$ cat src/rtl/cnn_frame_sched.sv
// Frame sequencer for the CNN pixel pipeline: clears and runs the window/conv
// path, counts output-buffer writes and flips the ping-pong banks at LCD vblank.
module cnn_frame_sched #(
  parameter int WIDTH     = 480,
  parameter int HEIGHT    = 272,
  parameter int OUT_PIX   = WIDTH * HEIGHT,
  parameter int CLR_TICKS = 4,
  parameter int TMO_TICKS = 65535,
  parameter int CNT_W     = 17
) (
  input  logic             iClk,
  input  logic             iRst,
  input  logic             iEnClk,
  input  logic             iStart,
  input  logic             iCont,
  input  logic             iAbort,
  input  logic             iWrEn,
  input  logic             iLcdFrmStart,
  output logic             oPipeRun,
  output logic             oPipeClr,
  output logic             oWrBank,
  output logic             oRdBank,
  output logic             oBusy,
  output logic             oDone,
  output logic             oErr,
  output logic [7:0]       oFrmCnt,
  output logic [CNT_W-1:0] oPixCnt
);

  localparam int CLR_W = (CLR_TICKS > 1) ? $clog2(CLR_TICKS) : 1;
  localparam int TMO_W = (TMO_TICKS > 1) ? $clog2(TMO_TICKS) : 1;

  localparam logic [CNT_W-1:0] LAST_PIX = CNT_W'(OUT_PIX - 1);
  localparam logic [CLR_W-1:0] LAST_CLR = CLR_W'(CLR_TICKS - 1);
  localparam logic [TMO_W-1:0] LAST_TMO = TMO_W'(TMO_TICKS - 1);

  typedef enum logic [2:0] {
    IDLE,
    CLEAR,
    RUN,
    SWAPWAIT,
    ERR
  } stateT;

  stateT            state;
  logic [CLR_W-1:0] clrCnt;
  logic [TMO_W-1:0] tmoCnt;
  logic             wrHit;

  // A write is only real when it lands on a pixel-rate tick.
  assign wrHit = iWrEn & iEnClk;

  always_ff @(posedge iClk or posedge iRst) begin
    if (iRst) begin
      state    <= IDLE;
      oPipeRun <= 1'b0;
      oPipeClr <= 1'b0;
      oWrBank  <= 1'b0;
      oRdBank  <= 1'b1;
      oBusy    <= 1'b0;
      oDone    <= 1'b0;
      oErr     <= 1'b0;
      oFrmCnt  <= '0;
      oPixCnt  <= '0;
      clrCnt   <= '0;
      tmoCnt   <= '0;
    end else begin
      oDone <= 1'b0;
      if (iAbort) begin
        // Abort drops the frame in progress but keeps the bank pairing intact.
        state    <= IDLE;
        oPipeRun <= 1'b0;
        oPipeClr <= 1'b0;
        oBusy    <= 1'b0;
        oErr     <= 1'b0;
        oPixCnt  <= '0;
        clrCnt   <= '0;
        tmoCnt   <= '0;
      end else begin
        unique case (state)
          IDLE: begin
            if (iEnClk && (iStart || iCont)) begin
              state    <= CLEAR;
              oPipeClr <= 1'b1;
              oBusy    <= 1'b1;
              oPixCnt  <= '0;
              clrCnt   <= '0;
            end
          end

          CLEAR: begin
            if (iEnClk) begin
              if (clrCnt == LAST_CLR) begin
                state    <= RUN;
                oPipeClr <= 1'b0;
                oPipeRun <= 1'b1;
                tmoCnt   <= '0;
              end else begin
                clrCnt <= clrCnt + 1'b1;
              end
            end
          end

          RUN: begin
            if (wrHit) begin
              oPixCnt <= oPixCnt + 1'b1;
              tmoCnt  <= '0;
              if (oPixCnt == LAST_PIX) begin
                state    <= SWAPWAIT;
                oPipeRun <= 1'b0;
              end
            end else if (iEnClk) begin
              if (tmoCnt == LAST_TMO) begin
                state    <= ERR;
                oPipeRun <= 1'b0;
                oBusy    <= 1'b0;
                oErr     <= 1'b1;
              end else begin
                tmoCnt <= tmoCnt + 1'b1;
              end
            end
          end

          SWAPWAIT: begin
            // The LCD has just finished scanning: hand it the completed bank.
            if (iLcdFrmStart) begin
              oRdBank <= oWrBank;
              oWrBank <= ~oWrBank;
              oDone   <= 1'b1;
              oFrmCnt <= oFrmCnt + 1'b1;
              if (iCont) begin
                state    <= CLEAR;
                oPipeClr <= 1'b1;
                oPixCnt  <= '0;
                clrCnt   <= '0;
              end else begin
                state <= IDLE;
                oBusy <= 1'b0;
              end
            end
          end

          ERR: begin
            if (iEnClk && iStart) begin
              state    <= CLEAR;
              oErr     <= 1'b0;
              oPipeClr <= 1'b1;
              oBusy    <= 1'b1;
              oPixCnt  <= '0;
              clrCnt   <= '0;
            end
          end

          default: begin
            state    <= IDLE;
            oPipeRun <= 1'b0;
            oPipeClr <= 1'b0;
            oBusy    <= 1'b0;
          end
        endcase
      end
    end
  end

endmodule

$ cat config.mk
export PLATFORM = sky130hd
export DESIGN_NAME = cnn_frame_sched
export DESIGN_NICKNAME = d
export VERILOG_FILES = /design/src/rtl/cnn_frame_sched.sv
export SDC_FILE = /design/constraint.sdc
export NUM_CORES = 1
export LEC_CHECK = 0
export BUFFER_PORTS_ARGS = -buffer_cell sky130_fd_sc_hd__buf_2
export CAP_MARGIN = 20
export CORE_AREA = 2 2 104 106
export CTS_CLUSTER_DIAMETER = 100
export DETAILED_ROUTE_END_ITERATION = 16
export DIE_AREA = 0 0 106 108
export PLACE_DENSITY = 0.48
export SLEW_MARGIN = 20
export SYNTH_ARGS = -nofsm -noshare
export SYNTH_HDL_FRONTEND = slang
export SYNTH_SLANG_ARGS = --single-unit
$ cat constraint.sdc
create_clock -name iClk -period 5.9 [get_ports iClk]
set_input_delay 0.59 -clock iClk [delete_from_list [all_inputs] [get_ports iClk]]
set_output_delay 0.59 -clock iClk [all_outputs]
set_load 0.02 [all_outputs]
==> flow_summary.json, run 1 <==
{
  "placementRows": 37,
  "worstPathArrival_ns": 3.11,
  "grt.total_usage": 0.127,
  "ant_nets": 0,
  "ff2ff_setup_slack_ns": 2.99,
  "initial_utilization": 0.297,
  "grt_pass1_vias": 2384,
  "p_per_area_nw_per_um2": 270,
  "routedWlPerCell_um": 14.4,
  "p_comb_frac": 0.291,
  "dpl.hpwl_um": 5010,
  "status": "finished, final reports clean",
  "fillers": 1068,
  "antenna_found_initial": 0,
  "avgSynthCellArea_um2": 9.40,
  "fp.dieH_um": 108,
  "cpMaxStageDelayCell": "dfrtp_1",
  "critPathKind": "reg2reg",
  "ys.flop_type": "dfrtp_1",
  "slew_headroom": 0.405,
  "worstSetupEndpointType": "register",
  "worst_pin_slew_ns": 0.889,
  "cap_violations": 0,
  "crit_chain": "nor2_1 > a32oi_4 > nand3_1 > and3_1 > o211ai_1 > mux2_1",
  "pwr-share-seq": 0.479,
  "slew_viol_final": 0,
  "hold_class": "in2async",
  "utilization": 0.335,
  "cp.buffers_inverters": 0,
  "post_route_cells_drive_above_1_share": 0.197,
  "finalHoldViolations": 0,
  "ioPinCount": 40,
  "clock_skew_ns": 0.0107,
  "vias": 2479,
  "port_buffers": 39,
  "critPathRequiredTime_ns": 6.10,
  "swShare": 0.376,
  "cts_buffers": 5,
  "post_cts_buffers": 0,
  "rsz0062_at_grt": "false",
  "core_region_area_um2": 10200,
  "cts_sinks": 53,
  "p_sw_w": 0.000348,
  "clock_power_share": 0.230,
  "grt_max_degree": 54,
  "crit_family": "simple AND/OR/NAND/NOR gates",
  "slowest_delay_ns": 0.62,
  "grt_pass1_wl_um": 11800,
  "final_cell_mix": "52 x dfrtp_1, 39 x nand2_1, 39 x buf_2",
  "overflow": 0,
  "tritoncts": "yes",
  "syn_to_final_growth_pct": 13.1,
  "vdd_drop_max_mv": 0.104,
  "power_leakage_nw": 1.49,
  "routed_wl_um": 7130,
  "insertion_delay_ns": 0.31,
  "internal_power_w": 0.000578,
  "cts_hold_buffers": 0,
  "synth_seq_cells": 53,
  "viasPerCell": 5.00,
  "hold_slack_ns": 0.450,
  "cts_buffer_depth": 2,
  "r2r-start": "state[1]$_DFFE_PP0P_",
  "ctsResizeCount": 0,
  "clockRootBuffer": "clkbuf_8",
  "final_nets": 372,
  "seq_area_frac_synth": 0.437,
  "layout_commonest_cell": "dfrtp_1",
  "first_pass_iters": 4,
  "netlist_area_um2": 3040,
  "drc_errors": 0,
  "async_reset_ff_frac": 1.00,
  "crit_path_max_fanout": 20,
  "synth.net_count": 336,
  "reg2reg_to": "oBusy$_DFFE_PP0P_",
  "synth_cells": 323,
  "yosysUniqueCellTypes": 56,
  "rr_worst_depth": 6,
  "yosysWarnings": 0,
  "finalSetupViolCount": 0,
  "power.total_w": 0.000926,
  "diodes": 0,
  "fp.dieW_um": 106,
  "cts_max_level": 2,
  "min_period_ns": 2.91,
  "clk_pin_slew_ns": 0.11,
  "finalCritPeriodShare": 0.493,
  "gp_congestion": 0.844,
  "drtIter0Drc": 147,
  "final.setup.tns_ns": 0,
  "synth-edff-count": 0,
  "start_kind": "register",
  "design.die.area_um2": 11400,
  "fmax_ghz": 0.344
}
[worst reg2reg max path: stages (launching register included)]
cell and delay [ns]:
dfrtp_1 0.62, nor2_1 0.20, a32oi_4 0.37, nand3_1 0.63
and3_1 0.47, o211ai_1 0.18, mux2_1 0.34
[synth_stat cells (4+ instances only)]
cell / count / area [um^2]
o31ai_1: 7 / 52.6
o21ai_1: 21 / 105
nand4_1: 10 / 62.6
buf_2: 5 / 25.0
a21oi_1: 15 / 75.1
nor4_1: 8 / 50.1
mux2_1: 6 / 67.6
inv_1: 9 / 33.8
a21o_1: 4 / 30.0
nand2_1: 39 / 146
nand3_1: 18 / 90.1
o21ai_0: 14 / 70.1
dfrtp_1: 52 / 1300
nor3_1: 4 / 20.0
xnor2_1: 19 / 166
nor2_1: 28 / 105
ha_1: 5 / 62.6
[per-layer routing]
metal  part of all wire  track usage  up-vias
li1                   -            -     1247
met1               0.48        0.171     1193
met2               0.49        0.209       35
met3              0.026       0.0259        4
met4             0.0073       0.0385        0
met5                  0            0        -
[cell families (layout without fill, tap and decap cells)]
kind of cell | count (synthesis) | count (layout) | share of synthesized area
adder cells (fa/ha/maj) | 5 | 5 | 0.0206
AO/OA/AOI/OAI | 76 | 76 | 0.163
flip-flops | 53 | 53 | 0.437
buffers and inverters | 22 | 59 | 0.0367
multiplexers | 6 | 6 | 0.0223
XOR/XNOR | 19 | 19 | 0.0548
AND/OR/NAND/NOR | 142 | 142 | 0.265
[per-stage QoR]
stage / cells / instance area (um^2) / setup WS, ns
floorplan: 323 / 3040 / 3.75
global placement: 488 / 3340 / 2.72
detailed placement: 488 / 3340 / 2.70
CTS: 496 / 3430 / 2.97
global route: 496 / 3430 / 2.75
finish: 496 / 3430 / 2.99
[how the worst max path moves through the flow]
stage | cells after the start | to | from
floorplan | 6 | state[0]$_DFFE_PP0P_ | oPixCnt[0]$_DFFE_PP0P_
CTS | 6 | oBusy$_DFFE_PP0P_ | state[1]$_DFFE_PP0P_
global placement | 7 | oBusy$_DFFE_PP0P_ | iAbort
detailed placement | 7 | oBusy$_DFFE_PP0P_ | iAbort
finish | 6 | oBusy$_DFFE_PP0P_ | state[1]$_DFFE_PP0P_
global route | 6 | oBusy$_DFFE_PP0P_ | state[1]$_DFFE_PP0P_
[area by class of cell]
type / instances / area [um^2] / share of cell area
Clock buffer: 5 / 68.8 / 0.0201
Clock inverter: 3 / 21.3 / 0.00620
Inverter: 10 / 37.5 / 0.0109
Multi-Input combinational cell: 248 / 1600 / 0.465
Sequential cell: 53 / 1330 / 0.387
Tap cell: 136 / 170 / 0.0496
Timing Repair Buffer: 41 / 210 / 0.0612
[power by group through the flow]
stage	clock network (W)	registers (W)	logic (W)
floorplan	0	0.000457	0.000198
CTS	0.000223	0.000446	0.000274
global placement	0	0.000452	0.000270
finish	0.000213	0.000444	0.000269
detailed placement	0	0.000453	0.000273
global route	0.000240	0.000451	0.000302
[sequential cells by signal, indices dropped and copies added (netlist names)]
name / count
oErr: 1
tmoCnt: 16
oFrmCnt: 8
oPipeClr: 1
oPipeRun: 1
oDone: 1
oBusy: 1
oWrBank: 1
oPixCnt: 17
state: 3
oRdBank: 1
clrCnt: 2
Power figures use the tool's default switching activity.
==> run 2: changes to the inputs <==
ABC_AREA = 1   (was unset)
CORE_AREA = 2 2 110 112   (was 2 2 104 106)
DIE_AREA = 0 0 112 114   (was 0 0 106 108)
clock period = 3.04 ns   (was 5.9 ns; I/O delays follow)
==> flow_summary.json, run 2 <==
{
  "netlist_area_um2": 3390,
  "yosysUniqueCellTypes": 37,
  "synth_common_cells": "139 x nand2_1, 55 x nand3_1, 52 x dfrtp_1, 52 x nor2_1, 44 x inv_1",
  "worstSetupEndpointType": "register",
  "syn_to_final_growth_pct": 13.9,
  "tritoncts": "yes",
  "worst_pin_slew_ns": 0.846,
  "diodes": 0,
  "synth-edff-count": 0,
  "drtIter0Drc": 169,
  "fin_area_um2": 3860,
  "cts_hold_buffers": 0,
  "cts_buffer_depth": 2,
  "insertion_delay_ns": 0.30,
  "cpMaxStageDelayCell": "dfrtp_1",
  "cts_max_level": 2,
  "finalCritPeriodShare": 0.771,
  "yosysWarnings": 0,
  "avgSynthCellArea_um2": 7.26,
  "placementRows": 40,
  "crit_family": "simple AND/OR/NAND/NOR gates",
  "fillers": 1295,
  "pwr-share-seq": 0.407,
  "top_register": "oPixCnt",
  "clock_power_share": 0.273,
  "utilization": 0.330,
  "final_cell_count_no_fill": 655,
  "grt_pass1_wl_um": 14500,
  "slowest_delay_ns": 0.46,
  "synth_top_family_by_area": "simple AND/OR/NAND/NOR gates",
  "yosys.area_share.simple": 0.414,
  "crit_end": "state[1]$_DFFE_PP0P_",
  "internal_power_w": 0.00126,
  "ioPinCount": 40,
  "r2r-start": "state[2]$_DFFE_PP0P_",
  "finalHoldViolations": 0,
  "routed_wl_um": 8530,
  "synth_area_leaders": "dfrtp_1 38%, nand2_1 15%, nand3_1 8.1%",
  "layout_commonest_cell": "nand2_1",
  "reg2reg_to": "state[1]$_DFFE_PP0P_",
  "start_kind": "register",
  "grt.total_usage": 0.141,
  "crit_chain": "inv_2 > nand3_2 > nor2_2 > nand2_1 > clkinv_1 > nand2_1 > nand3_1 > nand2_1 > nand2_1",
  "crit_start": "state[2]$_DFFE_PP0P_",
  "largest_register_ffs": 17,
  "synth_fa_ha_area_frac": 0.0185,
  "vdd_drop_max_mv": 0.373,
  "cp.buffers_inverters": 2,
  "grt_pass1_vias": 2914,
  "multi_input_area_um2": 1810,
  "placedCellCount": 647,
  "post_route_cells_drive_above_1_share": 0.167,
  "p_sw_w": 0.000813,
  "final_nets": 520,
  "yosysMostFrequentCell": "nand2_1",
  "initial_utilization": 0.290,
  "synth_top_area_share": 0.384,
  "dpl_cell_area_um2": 3720,
  "cp.depth": 9,
  "async_reset_ff_frac": 1.00,
  "synth.net_count": 480,
  "routedWlPerCell_um": 13.0,
  "hold_class": "in2async",
  "min_period_ns": 2.34,
  "dpl.hpwl_um": 6400,
  "power.total_w": 0.00208,
  "ff2ff_setup_slack_ns": 0.70,
  "regArea_um2": 1330,
  "ctsResizeCount": 0,
  "vias": 3088,
  "rr_worst_depth": 9,
  "yosys.area.top_type": "dfrtp_1",
  "swShare": 0.392,
  "viasPerCell": 4.71,
  "reg_top3": "oPixCnt: 17 flops, tmoCnt: 16 flops, oFrmCnt: 8 flops",
  "rsz0062_at_grt": "false",
  "gp_congestion": 0.858,
  "design.die.area_um2": 12800,
  "final.setup.tns_ns": 0,
  "seq_area_frac_synth": 0.392,
  "synth_compound_gate_area_share": 0.0561,
  "synth_seq_cells": 53,
  "synthMuxAreaShare": 0,
  "post_cts_buffers": 0,
  "finalSetupViolCount": 0,
  "clockRootBuffer": "clkbuf_16",
  "p_comb_frac": 0.320,
  "synth_xor_area_frac": 0.0439,
  "drc_errors": 0,
  "slew_viol_final": 0,
  "critPathRequiredTime_ns": 3.23,
  "fp.dieW_um": 112,
  "cts_sinks": 53,
  "core_region_area_um2": 11700,
  "ys.flop_type": "dfrtp_1",
  "ant_nets": 0,
  "antenna_found_initial": 0,
  "overflow": 0,
  "critPathKind": "reg2reg",
  "cap_violations": 0,
  "fmax_ghz": 0.427,
  "clk_pin_slew_ns": 0.07,
  "status": "finished, final reports clean",
  "fp.dieH_um": 114,
  "grt_max_degree": 40,
  "cts_buffers": 5,
  "path_common_cell": "nand2_1",
  "first_pass_iters": 4,
  "slew_headroom": 0.435,
  "port_buffers": 39,
  "final_cell_mix": "139 x nand2_1, 55 x nand3_1, 52 x nor2_1, 52 x dfrtp_1, 43 x inv_1",
  "worstPathArrival_ns": 2.53,
  "clock_skew_ns": 0.00798,
  "crit_path_max_fanout": 13,
  "synth_cells": 467,
  "power_leakage_nw": 1.91,
  "p_per_area_nw_per_um2": 537
}
-- run 2: cell count changes after synthesis, sizes merged, moves of 12 or more --
cell,before,now
a21oi,16,3
inv,10,48
nand2,40,145
nand3,18,59
nor2,29,64
xnor2,19,7
-- run 2: cell type report --
type	instances	area share
timing repair buffer	42	0.0564
tap	147	0.0476
multi-input combinational	355	0.468
sequential	53	0.344
clock inverter	1	0.00130
inverter	50	0.0489
clock buffer	7	0.0343
-- run 2: worst register-to-register path, stage by stage (launching register included) --
cell and delay (ns):
dfrtp_1 0.46, inv_2 0.08, nand3_2 0.26, nor2_2 0.11
nand2_1 0.32, clkinv_1 0.42, nand2_1 0.29, nand3_1 0.15
nand2_1 0.09, nand2_1 0.05
-- run 2: stage by stage --
stage | worst slack (ns) | hold slack, ns
CTS | 0.713 | 0.214
global placement | 0.863 | 0.455
detailed placement | 0.724 | 0.457
finish | 0.697 | 0.163
global route | 0.463 | 0.263
floorplan | 1.31 | 0.457
-- run 2: cell families after synthesis --
group | after synthesis
XOR/XNOR | 17
adder cells (fa/ha/maj) | 5
flip-flops | 53
AO/OA/AOI/OAI | 34
AND/OR/NAND/NOR | 299
buffers and inverters | 59
-- run 2: worst min path at each step --
stage	startpoint	to	slack, ns
3_3_place_gp	oFrmCnt[7]$_DFFE_PP0P_	oFrmCnt[7]$_DFFE_PP0P_	0.45
5_1_grt	iRst	oFrmCnt[7]$_DFFE_PP0P_	0.26
6_report	iRst	oFrmCnt[7]$_DFFE_PP0P_	0.16
4_1_cts	iRst	oFrmCnt[7]$_DFFE_PP0P_	0.21
2_1_floorplan	clrCnt[1]$_DFFE_PP0P_	clrCnt[1]$_DFFE_PP0P_	0.46
3_5_place_dp	oPipeClr$_DFFE_PP0P_	oPipeClr$_DFFE_PP0P_	0.46
-- run 2: power by group through the flow --
| stage | Clock [W] | Combinational [W] | Sequential, W |
|---|---|---|---|
| 5_1_grt | 0.000615 | 0.000751 | 0.000856 |
| 6_report | 0.000567 | 0.000665 | 0.000844 |
| 3_3_place_gp | 0 | 0.000671 | 0.000856 |
| 3_5_place_dp | 0 | 0.000669 | 0.000858 |
| 4_1_cts | 0.000593 | 0.000672 | 0.000845 |
| 2_1_floorplan | 0 | 0.000489 | 0.000895 |
-- run 2: metal layers --
metal  wire length (um)  vias up  share of wire  track usage
li1                   -     1581              -            -
met1               4350     1441           0.51        0.195
met2               3730       58           0.44        0.221
met3                305        8          0.036       0.0271
met4                143        0          0.017       0.0512
met5                  0        -              0            0
==> run 3: changes to the inputs <==
PLACE_DENSITY = 0.49   (was 0.48)
clock period = 1.9 ns   (was 3.04 ns; I/O delays follow)
==> flow_summary.json, run 3 (synthesis results as in run 2) <==
{
  "viasPerCell": 4.67,
  "cap_violations": 0,
  "crit_chain": "ha_2 > nand3_1 > nor2_2 > buf_4 > nand2_1 > nand2_1 > nand4_1 > nor2_1 > nand2_1 > o21ai_1",
  "clk_pin_slew_ns": 0.08,
  "syn_to_final_growth_pct": 17.4,
  "slew_headroom": 0.532,
  "cts_max_level": 2,
  "fp.dieW_um": 112,
  "gp_congestion": 0.846,
  "reg_top3": "oPixCnt: 17 flops, tmoCnt: 16 flops, oFrmCnt: 8 flops",
  "critPathRequiredTime_ns": 2.12,
  "routedWlPerCell_um": 12.7,
  "top_register": "oPixCnt",
  "path_common_cell": "nand2_1",
  "grt.total_usage": 0.140,
  "critPathKind": "reg2reg",
  "worst_pin_slew_ns": 0.700,
  "overflow": 0,
  "cp.buffers_inverters": 1,
  "final_cell_mix": "138 x nand2_1, 54 x nand3_1, 52 x dfrtp_1",
  "hold_class": "in2async",
  "first_pass_iters": 4,
  "fillers": 1283,
  "finalSetupViolCount": 0,
  "start_kind": "register",
  "finalCritPeriodShare": 0.899,
  "worstPathArrival_ns": 1.93,
  "drc_errors": 0,
  "design.die.area_um2": 12800,
  "diodes": 0,
  "routed_wl_um": 8470,
  "finalHoldViolations": 9,
  "core_region_area_um2": 11700,
  "initial_utilization": 0.290,
  "final.setup.tns_ns": 0,
  "clock_skew_ns": 0.0127,
  "grt_max_degree": 32,
  "clockRootBuffer": "clkbuf_16",
  "cpMaxStageDelayCell": "dfrtp_1",
  "fp.dieH_um": 114,
  "layout_commonest_cell": "nand2_1",
  "largest_register_ffs": 17,
  "ant_nets": 0,
  "worstSetupEndpointType": "register",
  "vias": 3104,
  "post_route_cells_drive_above_1_share": 0.199,
  "dpl.hpwl_um": 6330,
  "placementRows": 40,
  "fmax_ghz": 0.585,
  "post_cts_buffers": 0,
  "crit_path_max_fanout": 5,
  "violations": "negative hold slack",
  "cts_sinks": 53,
  "crit_family": "simple AND/OR/NAND/NOR gates",
  "grt_pass1_vias": 3017,
  "status": "complete, but fails checks",
  "antenna_found_initial": 0,
  "hold_slack_ns": -0.0111,
  "tritoncts": "yes",
  "p_per_area_nw_per_um2": 858,
  "drtIter0Drc": 203,
  "slowest_delay_ns": 0.44,
  "port_buffers": 39,
  "slew_viol_final": 0,
  "vdd_drop_max_mv": 0.384,
  "cts_buffers": 5,
  "insertion_delay_ns": 0.30,
  "cts_buffer_depth": 2,
  "utilization": 0.340,
  "rsz0062_at_grt": "false",
  "final_nets": 530,
  "power_leakage_nw": 1.97,
  "ioPinCount": 40,
  "min_period_ns": 1.71,
  "grt_pass1_wl_um": 14700
}
## run 3: cell type report
| type | count | area (um^2) | area share |
|---|---|---|---|
| Multi-Input combinational cell | 355 | 1820 | 0.458 |
| Tap cell | 147 | 184 | 0.0462 |
| Sequential cell | 53 | 1330 | 0.334 |
| Clock buffer | 5 | 125 | 0.0314 |
| Inverter | 50 | 189 | 0.0475 |
| Timing Repair Buffer | 52 | 305 | 0.0767 |
| Clock inverter | 3 | 25.0 | 0.00629 |
## run 3: metrics by stage
stage | instance area [um^2] | cells | setup WS [ns] | power (W) | hold WS [ns]
2_1_floorplan | 3390 | 467 | 0.168 | 0.00221 | 0.344
3_3_place_gp | 3810 | 657 | 0.153 | 0.00248 | 0.353
3_5_place_dp | 3810 | 657 | 0.129 | 0.00248 | 0.356
4_1_cts | 3960 | 665 | 0.108 | 0.00347 | 0.0209
5_1_grt | 3980 | 665 | 0.00926 | 0.00367 | 0.0602
6_report | 3980 | 665 | 0.191 | 0.00342 | -0.0111
## run 3: power breakdown
part	leakage [nW]	switching (W)	internal [W]
logic	1.17	0.000782	0.000328
clock network	0.0708	0.000459	0.000500
registers	0.723	0.000108	0.00124
## run 3: worst paths after layout
check                                         endpoint  cells past startpoint  slack (ns)                    from
worst max-delay path             tmoCnt[8]$_DFFE_PP0P_                     10        0.19   tmoCnt[1]$_DFFE_PP0P_
worst min-delay path            oFrmCnt[7]$_DFFE_PP0P_                      2       -0.01                    iRst
worst max register to register   tmoCnt[8]$_DFFE_PP0P_                     10        0.19   tmoCnt[1]$_DFFE_PP0P_
worst min register to register  oFrmCnt[7]$_DFFE_PP0P_                      1        0.47  oFrmCnt[7]$_DFFE_PP0P_
max in group asynchronous        tmoCnt[0]$_DFFE_PP0P_                      3        1.33                    iRst
min in group iClk                      oDone$_DFF_PP0_                      3        0.31            iLcdFrmStart
## run 3: timing repair
action                     4_1_cts  5_1_grt
setup endpoints to repair        0        6
gates resized for setup          0        6
hold buffers                     0        0
## run 3: per-layer routing
metal  part of all wire  wire (um)  track usage
met1               0.51       4350        0.201
met2               0.45       3770        0.223
met3              0.031        261       0.0213
met4             0.0096         81       0.0341
met5                  0          0            0
